==> config.mk <==
export PLATFORM = sky130hd
export DESIGN_NAME = bcd_to_bin_seq
export DESIGN_NICKNAME = d
export VERILOG_FILES = /design/src/rtl/bcd_to_bin_seq_pkg.sv /design/src/rtl/bcd_to_bin_seq_nibble_adj.sv /design/src/rtl/bcd_to_bin_seq.sv
export SDC_FILE = /design/constraint.sdc
export NUM_CORES = 1
export LEC_CHECK = 0
export CAP_MARGIN = 20
export CORE_MARGIN = 4
export CORE_UTILIZATION = 45
export CTS_BUF_LIST = sky130_fd_sc_hd__clkbuf_2
export CTS_CLUSTER_DIAMETER = 200
export DETAILED_ROUTE_END_ITERATION = 8
export GPL_TIMING_DRIVEN = 0
export PLACE_DENSITY = 0.74
export REMOVE_ABC_BUFFERS = 1
export SYNTH_ARGS = -nofsm -noshare
export SYNTH_HDL_FRONTEND = slang
export SYNTH_HIERARCHICAL = 1
export SYNTH_SLANG_ARGS = --single-unit
==> constraint.sdc <==
create_clock -name clk -period 1.5 [get_ports clk]
set_input_delay 0.3 -clock clk [delete_from_list [all_inputs] [get_ports clk]]
set_output_delay 0.3 -clock clk [all_outputs]
set_load 0.02 [all_outputs]
==> src/rtl/bcd_to_bin_seq_pkg.sv <==
// Shared definitions for the sequential BCD-to-binary converter.
//   - state_e      : control FSM encoding (IDLE=0, CONVERT=1, DONE=2)
//   - DIGITS_DEF   : default number of BCD digits accepted
//   - BIN_W_DEF    : default binary result width
//   - CNT_W_DEF    : step counter width for the default result width
package bcd_to_bin_seq_pkg;

   typedef enum logic [1:0] {
      ST_IDLE    = 2'd0,
      ST_CONVERT = 2'd1,
      ST_DONE    = 2'd2
   } state_e;

   localparam int DIGITS_DEF = 3;
   localparam int BIN_W_DEF  = 10;
   localparam int CNT_W_DEF  = $clog2(BIN_W_DEF);

endpackage

==> src/rtl/bcd_to_bin_seq_nibble_adj.sv <==
// Per-digit correction used by reverse double-dabble.
// After a right shift, a BCD digit that reads 8 or more received a bit that is
// worth 5 in decimal but 8 in binary weight, so 3 is taken away to realign it.
// Inputs never underflow because the subtraction only happens for values >= 8.
//   nib_in  : shifted BCD digit
//   nib_out : corrected BCD digit
module bcd_nibble_adj (
   input  logic [3:0] nib_in,
   output logic [3:0] nib_out
);

   assign nib_out = (nib_in >= 4'd8) ? (nib_in - 4'd3) : nib_in;

endmodule

==> src/rtl/bcd_to_bin_seq.sv <==
// Sequential BCD-to-binary converter (reverse double-dabble, one bit per clock).
//   clk    : system clock
//   rst    : asynchronous reset, active low
//   start  : conversion request, sampled only while idle
//   bcd_in : packed BCD digits, most significant digit in the top nibble
//   busy   : high while converting or presenting the result
//   done   : one-cycle pulse when result/err are valid
//   err    : last accepted request contained a digit greater than 9
//   result : binary value of the last conversion (0 on error)
//
// Handshake: a request is accepted on a rising edge where start=1 and the
// block is idle (busy=0). Requests while busy are dropped, not queued. Exactly
// one done pulse follows each accepted request unless reset intervenes.
module bcd_to_bin_seq
   import bcd_to_bin_seq_pkg::*;
#(
   parameter int DIGITS = DIGITS_DEF,
   parameter int BIN_W  = BIN_W_DEF
) (
   input  logic                clk,
   input  logic                rst,
   input  logic                start,
   input  logic [4*DIGITS-1:0] bcd_in,
   output logic                busy,
   output logic                done,
   output logic                err,
   output logic [BIN_W-1:0]    result
);

   localparam int BCD_W = 4 * DIGITS;
   localparam int CNT_W = (BIN_W == BIN_W_DEF) ? CNT_W_DEF : $clog2(BIN_W);
   localparam logic [CNT_W-1:0] LAST_STEP = CNT_W'(BIN_W - 1);

   state_e             state_q, state_d;
   logic [BCD_W-1:0]   bcd_q, bcd_d;
   logic [BIN_W-1:0]   bin_q, bin_d;
   logic [CNT_W-1:0]   cnt_q, cnt_d;
   logic [BIN_W-1:0]   result_q, result_d;
   logic               err_q, err_d;
   logic               done_q, done_d;
   logic               busy_q, busy_d;

   // One step of the datapath: shift {bcd, bin} right, then fix each digit.
   logic [BCD_W+BIN_W-1:0] cat_sh;
   logic [BCD_W-1:0]       bcd_sh;
   logic [BIN_W-1:0]       bin_sh;
   logic [BCD_W-1:0]       bcd_adj;

   assign cat_sh = {bcd_q, bin_q} >> 1;
   assign bcd_sh = cat_sh[BIN_W +: BCD_W];
   assign bin_sh = cat_sh[BIN_W-1:0];

   for (genvar g = 0; g < DIGITS; g++) begin : g_adj
      bcd_nibble_adj u_adj (
         .nib_in  (bcd_sh[4*g +: 4]),
         .nib_out (bcd_adj[4*g +: 4])
      );
   end

   // Any input digit outside 0..9 makes the request invalid.
   logic bad_digit;
   always_comb begin
      bad_digit = 1'b0;
      for (int i = 0; i < DIGITS; i++) begin
         if (bcd_in[4*i +: 4] > 4'd9) bad_digit = 1'b1;
      end
   end

   always_comb begin
      state_d  = state_q;
      bcd_d    = bcd_q;
      bin_d    = bin_q;
      cnt_d    = cnt_q;
      result_d = result_q;
      err_d    = err_q;

      case (state_q)
         ST_IDLE: begin
            if (start) begin
               bcd_d = bcd_in;
               bin_d = '0;
               cnt_d = '0;
               if (bad_digit) begin
                  // Invalid digits skip the conversion entirely.
                  state_d  = ST_DONE;
                  err_d    = 1'b1;
                  result_d = '0;
               end else begin
                  state_d = ST_CONVERT;
                  err_d   = 1'b0;
               end
            end
         end
         ST_CONVERT: begin
            bcd_d = bcd_adj;
            bin_d = bin_sh;
            cnt_d = cnt_q + 1'b1;
            if (cnt_q == LAST_STEP) begin
               // Final bit lands in bin_sh this cycle; publish it directly.
               state_d  = ST_DONE;
               result_d = bin_sh;
            end
         end
         ST_DONE: begin
            state_d = ST_IDLE;
         end
         default: begin
            state_d = ST_IDLE;
         end
      endcase

      // Status outputs are registered from the next state so they line up
      // with the state they describe.
      done_d = (state_d == ST_DONE);
      busy_d = (state_d != ST_IDLE);
   end

   always_ff @(posedge clk or negedge rst) begin
      if (!rst) begin
         state_q  <= ST_IDLE;
         bcd_q    <= '0;
         bin_q    <= '0;
         cnt_q    <= '0;
         result_q <= '0;
         err_q    <= 1'b0;
         done_q   <= 1'b0;
         busy_q   <= 1'b0;
      end else begin
         state_q  <= state_d;
         bcd_q    <= bcd_d;
         bin_q    <= bin_d;
         cnt_q    <= cnt_d;
         result_q <= result_d;
         err_q    <= err_d;
         done_q   <= done_d;
         busy_q   <= busy_d;
      end
   end

   assign busy   = busy_q;
   assign done   = done_q;
   assign err    = err_q;
   assign result = result_q;

endmodule

After elaboration in Yosys (flattened, before gate mapping)
Cells that the tools add are included.
{"block": "op_classes", "reduce_logical": 6, "magnitude_cmp": 6, "mux": 21, "n_addsub": 4, "eq_ne": 6}
{"cell": "10-bit two-way mux", "count": 4}
{"cell": "10-bit one-hot mux with 2 select lines", "count": 2}
{"cell": "12-bit one-hot mux with 2 select lines", "count": 1}
{"cell": "4-bit two-way mux", "count": 4}
{"cell": "4-bit > comparator (second input constant)", "count": 3}
{"cell": "12-bit two-way mux", "count": 1}
{"cell": "4-bit >= comparator (second input constant)", "count": 2}
{"cell": "4-bit one-hot mux with 2 select lines", "count": 1}
{"cell": "4-bit by 2-bit subtractor with 4-bit output (second input constant)", "count": 2}
{"cell": "2-bit two-way mux", "count": 3}
{"cell": "2-bit inequality test (second input constant)", "count": 3}
{"cell": "4-bit by 1-bit adder with 4-bit output (second input constant)", "count": 1}
{"cell": "4-bit equality test (second input constant)", "count": 1}
{"cell": "3-bit by 4-bit >= comparator with 1-bit output (second input constant)", "count": 1}
{"cell": "1-bit two-way mux", "count": 4}
{"cell": "2-bit one-hot mux with 2 select lines", "count": 1}
{"cell": "2-bit AND reduction", "count": 2}
{"cell": "4-bit AND reduction", "count": 1}
{"cell": "2-bit nonzero test", "count": 2}
{"cell": "3-bit by 2-bit subtractor with 4-bit output (second input constant)", "count": 1}
{"cell": "2-bit by 1-bit equality test with 1-bit output (second input constant)", "count": 1}
{"cell": "2-bit equality test (second input constant)", "count": 1}
{"cell": "2-bit zero test", "count": 1}
{"block": "word_totals", "regBits": 41, "out_inout_bits": 13}

Longest topological paths before layout
Gate-level depths: netlist (run 1).
{"block": "depth", "ltp_word": 8, "ltp_mapped": 7, "depth_no_buf": 6}

Hierarchy
The synthesis (run 1) kept the hierarchy.
{"mod": "bcd_to_bin_seq", "instances": 1, "cells_each": 150, "area_per_inst_um2": 1696.6}
{"mod": "bcd_nibble_adj", "instances": 3, "cells_each": 11, "area_per_inst_um2": 76.3}

Worst setup path after synthesis (run 1)
No wires, ideal clock.
{"block": "synth_path", "kind": "register to register", "start": "reg state_q[0]", "end": "reg result_q[3] (netlist: result[3])", "synth_period_minus_slack_ns": 1.640, "path_stages_with_launch": 7, "setup_slack_ns": -0.140, "required_ns": 1.375, "setup_ns": 0.125, "t_arrival_ns": 1.515, "path_cell_list": "dfrtp_1 > or3b_1 > buf_2 > o32ai_2 > nor2_2 > buf_6 > mux2_4"}
{"block": "synth_via", "elab_chain_cells": 3, "word_cells_on_any_way": 8}
{"item": "start: declaration", "line_no": "bcd_to_bin_seq.sv:34", "text": "state_e state_q, state_d;"}
{"item": "start signal: assignment", "line_no": "bcd_to_bin_seq.sv:129", "text": "state_q <= state_d;"}
{"item": "2-bit by 1-bit equality test with 1-bit output / 2-bit zero test (equally long branches)", "line_no": "bcd_to_bin_seq.sv:77", "text": "case (state_q)"}
{"item": "2-bit inequality test (no source line) / 2-bit nonzero test (equally long branches)"}
{"item": "4-bit AND reduction (no source line)"}
{"item": "end signal: assignment", "line_no": "bcd_to_bin_seq.sv:133", "text": "result_q <= result_d;"}
{"item": "end: declaration", "line_no": "bcd_to_bin_seq.sv:38", "text": "logic [BIN_W-1:0] result_q, result_d;"}
Parallel ways exist; a longest one is shown, timed or not.
A chain may end at the register's enable or synchronous reset.

Worst setup path after layout (run 1)
{"block": "layout_path", "start": "reg state_q[1]", "end": "reg result_q[6] (netlist: result[6])"}
Same word-level chain as after synthesis.

==> results.yml, run 1 <==
clock_network:
  cts.clk_slew.worst_paths_ps: 200
  clock_path_buffers: 2
  cts.sinks: 40
  root_buffer: "clkbuf_2"
  tritoncts: "built"
  numCtsBuffers: 5
  htree_levels: 2
  insertion_delay_ps: 410
sta:
  slew-limit-headroom_pct: 40.95
  timing.hold.ws_ps: 424.4
  finalCritPeriodShare_pct: 107.2
  fmax_mhz: 621.7
  post-route-min-period_ps: 1608
  setup_viol: 10
  timing_hold_violations_final: 0
  setup_ws_ps: -108.4
  worst_clock_skew_ps: 17.83
  tightest_slew_ps: 885.7
  final-max-slew-violation-count: 0
  rsz0062_at_grt: "yes"
power_and_ir_drop:
  power.density_nw_per_um2: 1642
  power.total_mw: 4.247
  cellLeakagePower_nw: 1.375
  ir_worst_vdd_v: 0.0006877
logic_synthesis:
  ys_ff_latch: 40
  synthCells: 183
  yosys_warnings: 6
  netlist_area_um2: 1926
  ys_seq_area_share_pct: 51.98
  avgSynthCellArea_um2: 10.52
  synth_cell_type_count: 30
floorplan:
  ios: 28
  die_w_um: 73.42
  initial_utilization_pct: 47.46
  die_area_um2: 5390
  die_h_um: 73.42
  row_count: 23
  core_um2: 4058
drt:
  viasPerCell: 5.136
  drt_iter0_markers: 49
  drcViolationCount: 0
  routed_wirelength_mm: 4.045
  wire_per_inst_um: 14.09
  antenna_left: 0
  num_vias: 1474
  first_pass_iters: 4
critical_path:
  criticalPathCategory: "flip-flop to flip-flop"
  end_kind: "flip-flop"
  setup.worst_path.end: "result[6]"
  critPathArrivalTime_ps: 1930
  start_kind: "flip-flop"
  r2r-start: "state_q[1]"
  required_ps: 1820
  reg2regPathDepth: 5
  regToRegSetupSlack_ps: -110
  crit_fanout: 12
  r2r-end: "result[6]"
  cp-startpoint: "state_q[1]"
final_layout:
  nNetsFinal: 260
  seq_area_um2: 1002
  final_common_cell: "dfrtp_1"
  final_cell_mix: "39 x dfrtp_1, 31 x nand2_1, 16 x buf_4, 13 x clkdlybuf4s50_1, 11 x inv_1"
  fillCellCount: 319
  multi_input_area_um2: 919.6
  layout-drive-gt1-share_pct: 21.10
  diodes: 0
  area_growth_pct: 34.31
placed_design:
  dpl.hpwl_mm: 2.482
  place.gp.congestion: 0.7910
  portBuffers: 27
min_path:
  hold_class: "primary input to flip-flop"
global_route:
  grt_pass1_vias: 1456
  grt_use_total_pct: 15.80
  grt_max_degree: 41
  antenna_found_initial: 0
  grt-ovfl-total: 0
  grt_first_pass_wirelength_mm: 6.575
outcome:
  violations: "negative setup slack"
  status: "finished with violations"
run:
  maxCapViolCount: 0
## kinds of logic (layout without fill, tap and decap cells)
group                      Yosys count  after routing  synth area share, %
adders and majority gates            8              8                5.198
and+or+nand+nor                     61             61                15.14
buffers and inverters               19             69                4.288
AOI/OAI and AO/OA                   38             38                13.32
DFF                                 40             40                51.98
xor gates and xnor gates             6              6                2.730
other                                1              5               0.1947
muxes                               10             10                7.147
## registers in the layout (all words and copies together) (netlist names)
register and count:
bin_q 9, result 10, busy 1, bcd_q 12, err 1, state_q 2, cnt_q 4, done 1
## through the flow
step                      setup TNS (ps)  utilization, %  cell area, um^2  worst slack, ps  instances
after floorplan                   -14870               -             1899           -639.2        179
after global placement            -84640           55.01             2232            -1822        256
after detailed placement          -29580           55.47             2251           -964.9        258
after CTS                          -1008           60.87             2470           -123.2        275
after global routing               -2141           63.74             2586           -153.0        287
final                             -931.4           63.74             2586           -108.4        287
## synth_stat cells
cell / instances / area [um^2]
a21oi_1: 3 / 15.01
nand3_1: 3 / 15.01
buf_2: 3 / 15.01
nor2b_1: 4 / 25.02
xor2_1: 3 / 26.28
xnor2_1: 3 / 26.28
conb_1: 1 / 3.750
or3b_1: 1 / 8.760
mux2i_1: 1 / 10.01
and2_1: 9 / 56.30
nor2_2: 1 / 6.260
buf_6: 1 / 11.26
nand2b_1: 4 / 25.02
nand2_1: 32 / 120.1
a21o_1: 9 / 67.56
o21ai_0: 11 / 55.05
nand4_1: 2 / 12.51
ha_1: 8 / 100.1
clkbuf_1: 4 / 15.01
nor3b_1: 1 / 7.510
o32ai_2: 1 / 16.27
nor2_1: 4 / 15.01
o21a_1: 1 / 7.510
inv_1: 11 / 41.29
a31oi_1: 3 / 18.77
a21oi_2: 1 / 8.760
dfrtp_1: 40 / 1001
mux2_4: 7 / 105.1
a22oi_1: 9 / 67.56
mux2_2: 2 / 22.52
## metal layers
metal	global-route usage, %	wire length [um]	vias to the layer above
li1	-	-	718
met1	20.57	1790	728
met2	25.52	2046	21
met3	3.557	137	7
met4	6.439	70	0
met5	0	0	-
## worst min path at each step
stage / start / end / cells past startpoint
global placement: bin_q[9] / bin_q[9] / 1
global route: bcd_in[4] / bcd_q[4] / 3
detailed placement: bin_q[2] / bin_q[2] / 1
floorplan: rst / bcd_q[0] / 0
CTS: bcd_in[8] / bcd_q[8] / 3
finish: bcd_in[4] / bcd_q[4] / 3
## power breakdown
part / total (mW) / switching [mW] / internal, mW
clock: 0.797 / 0.357 / 0.440
sequential: 1.64 / 0.273 / 1.37
combinational: 1.81 / 0.905 / 0.905
total: 4.25 / 1.54 / 2.71
## cell type report
cell class              count  area share, %
repair buffers             51          18.38
clock buffers               5         0.9676
clock inverters             2          2.322
flip-flops and latches     40          38.75
multi-input cells         128          35.56
inverters                  11          1.597
well taps                  50          2.419
## worst max-delay path: stages, from the launching register on
cell     delay [ps]
dfrtp_2         450
or3b_4          420
a21oi_4         150
nor2_4           60
buf_12          150
mux2_4          290
## what timing repair did
action                                  CTS  global route
cloned                                    0             1
hold buffers                              1             0
endpoints found under the setup margin   52            42
endpoints found under the hold margin     1             0
pin swaps                                 4             5
buffers inserted                          9            11
resized for setup                        27            16
Note: power is estimated with default switching activity, not from simulation.
==> inputs of run 2 (changes only) <==
--- a/config.mk
+++ b/config.mk
@@ -12,6 +12,7 @@
 export CTS_CLUSTER_DIAMETER = 200
 export DETAILED_ROUTE_END_ITERATION = 8
 export GPL_TIMING_DRIVEN = 0
+export HOLD_SLACK_MARGIN = 0.05
 export PLACE_DENSITY = 0.74
 export REMOVE_ABC_BUFFERS = 1
 export SYNTH_ARGS = -nofsm -noshare
==> constraint.sdc (replaced) <==
create_clock -name clk -period 1.5 [get_ports clk]
set_input_delay 0.3 -clock clk [delete_from_list [all_inputs] [get_ports clk]]
set_output_delay 0.3 -clock clk [all_outputs]
set_load 0.005 [all_outputs]
==> results.yml, run 2 (same netlist as run 1, synthesis figures left out) <==
outcome:
  status: "finished with violations"
  violations: "negative setup slack"
final_layout:
  final_cell_mix: "39 x dfrtp_1, 32 x nand2_1, 15 x buf_4, 13 x clkdlybuf4s50_1, 13 x dlygate4sd2_1"
  layout-drive-gt1-share_pct: 19.66
  fillCellCount: 325
  final_common_cell: "dfrtp_1"
  area_growth_pct: 32.16
  nNetsFinal: 257
  diodes: 0
  final_cells: 284
  top_register: "bcd_q"
  finish.utilization_pct: 62.72
  largest_register_ff_count: 12
global_route:
  antenna_found_initial: 0
  grt_pass1_vias: 1539
  grt_use_total_pct: 16.67
  grt_first_pass_wirelength_mm: 6.948
  grt-ovfl-total: 0
  grt_max_degree: 41
drt:
  viasPerCell: 5.095
  drcViolationCount: 0
  num_vias: 1447
  routed_wirelength_mm: 3.961
  antenna_left: 0
  first_pass_iters: 4
  wire_per_inst_um: 13.95
  drt_iter0_markers: 55
sta:
  fmax_mhz: 615.2
  setup_ws_ps: -125.4
  finalCritPeriodShare_pct: 108.4
  timing_hold_violations_final: 0
  setup_viol: 9
  fin_setup_tns_ps: -994.0
  timing.hold.ws_ps: 437.2
  rsz0062_at_grt: "yes"
  post-route-min-period_ps: 1625
  tightest_slew_ps: 877.3
  final-max-slew-violation-count: 0
  worst_clock_skew_ps: 17.73
  slew-limit-headroom_pct: 41.51
clock_network:
  cts.clk_slew.worst_paths_ps: 190
  tritoncts: "built"
  cts.sinks: 40
  root_buffer: "clkbuf_2"
  htree_levels: 2
  clock_path_buffers: 2
  numCtsBuffers: 5
  insertion_delay_ps: 390
min_path:
  hold_class: "primary input to flip-flop"
power_and_ir_drop:
  p_clk_share_pct: 19.3
  internal_power_mw: 2.651
  cellLeakagePower_nw: 1.379
  power.total_mw: 4.081
  ir_worst_vdd_v: 0.0006770
  power.density_nw_per_um2: 1603
  p_sw_share_pct: 35.03
  switchingPower_mw: 1.430
  p_comb_share_pct: 40.6
  p_seq_share_pct: 40.1
placed_design:
  place.gp.congestion: 0.7910
  dpl.hpwl_mm: 2.482
  placed_cells: 258
  portBuffers: 27
floorplan:
  die_w_um: 73.42
  ios: 28
  core_um2: 4058
  die_area_um2: 5390
  initial_utilization_pct: 47.46
  die_h_um: 73.42
  row_count: 23
critical_path:
  required_ps: 1810
  critPathArrivalTime_ps: 1930
  start_kind: "flip-flop"
  crit_fanout: 6
  end_kind: "flip-flop"
  criticalPathCategory: "flip-flop to flip-flop"
run:
  maxCapViolCount: 0
-- run 2: cell types whose count changed in the layout (fill, tap and decap cells not counted), sizes merged --
cell / change
clkdlybuf4s15: -7
dlygate4sd2: +7
buf: -3
-- run 2: routing by layer --
layer | routed length (um) | part of all wire, % | global-route usage, %
met4 | 67 | 1.7 | 7.042
met5 | 0 | 0 | 0
met3 | 110 | 2.8 | 3.694
met2 | 1976 | 50 | 27.51
met1 | 1807 | 46 | 21.10
-- run 2: area by class of cell --
| cell class | count | area [um^2] | area share [%] |
|---|---|---|---|
| clock buffer | 5 | 25.02 | 0.9833 |
| clock inverter | 2 | 60.06 | 2.360 |
| inverter | 11 | 41.29 | 1.622 |
| multi-input combinational | 128 | 917.1 | 36.04 |
| sequential | 40 | 1002 | 39.38 |
| tap | 50 | 62.56 | 2.458 |
| timing repair buffer | 48 | 436.7 | 17.16 |
-- run 2: what timing repair did --
item,CTS,global route
hold endpoints to repair,40,0
buffers inserted,19,3
hold buffers,1,0
pin swaps,4,3
endpoints found under the setup margin,52,34
resized for setup,28,4
-- run 2: final timing paths --
path | slack, ps | endpoint | startpoint | cells after the start
max in group asynchronous | 350 | state_q[1] | rst | 2
hold reg to reg | 490 | bin_q[2] | bin_q[2] | 1
hold / removal | 440 | bcd_q[8] | bcd_in[8] | 3
setup / recovery | -130 | result[3] | state_q[0] | 5
setup reg to reg | -130 | result[3] | state_q[0] | 5
min in group asynchronous | 530 | done | rst | 2
-- run 2: power by group through the flow --
stage / clock network (mW) / logic [mW] / registers (mW)
floorplan: 0 / 0.887 / 1.60
global placement: 0 / 1.23 / 1.66
detailed placement: 0 / 1.30 / 1.67
CTS: 0.804 / 1.62 / 1.63
global route: 0.849 / 1.85 / 1.69
finish: 0.787 / 1.66 / 1.64
-- run 2: per-stage QoR --
| stage | setup slack [ps] | cell area (um^2) |
|---|---|---|
| 2_1_floorplan | -639.2 | 1899 |
| 3_3_place_gp | -1822 | 2232 |
| 3_5_place_dp | -964.9 | 2251 |
| 4_1_cts | -115.8 | 2530 |
| 5_1_grt | -169.3 | 2545 |
| 6_report | -125.4 | 2545 |
-- run 2: worst max-delay path, stage by stage, from the launching register on --
cell,delay [ps]
dfrtp_1,450
or3b_4,450
o32ai_4,130
nor2_4,90
buf_12,140
mux2_4,290
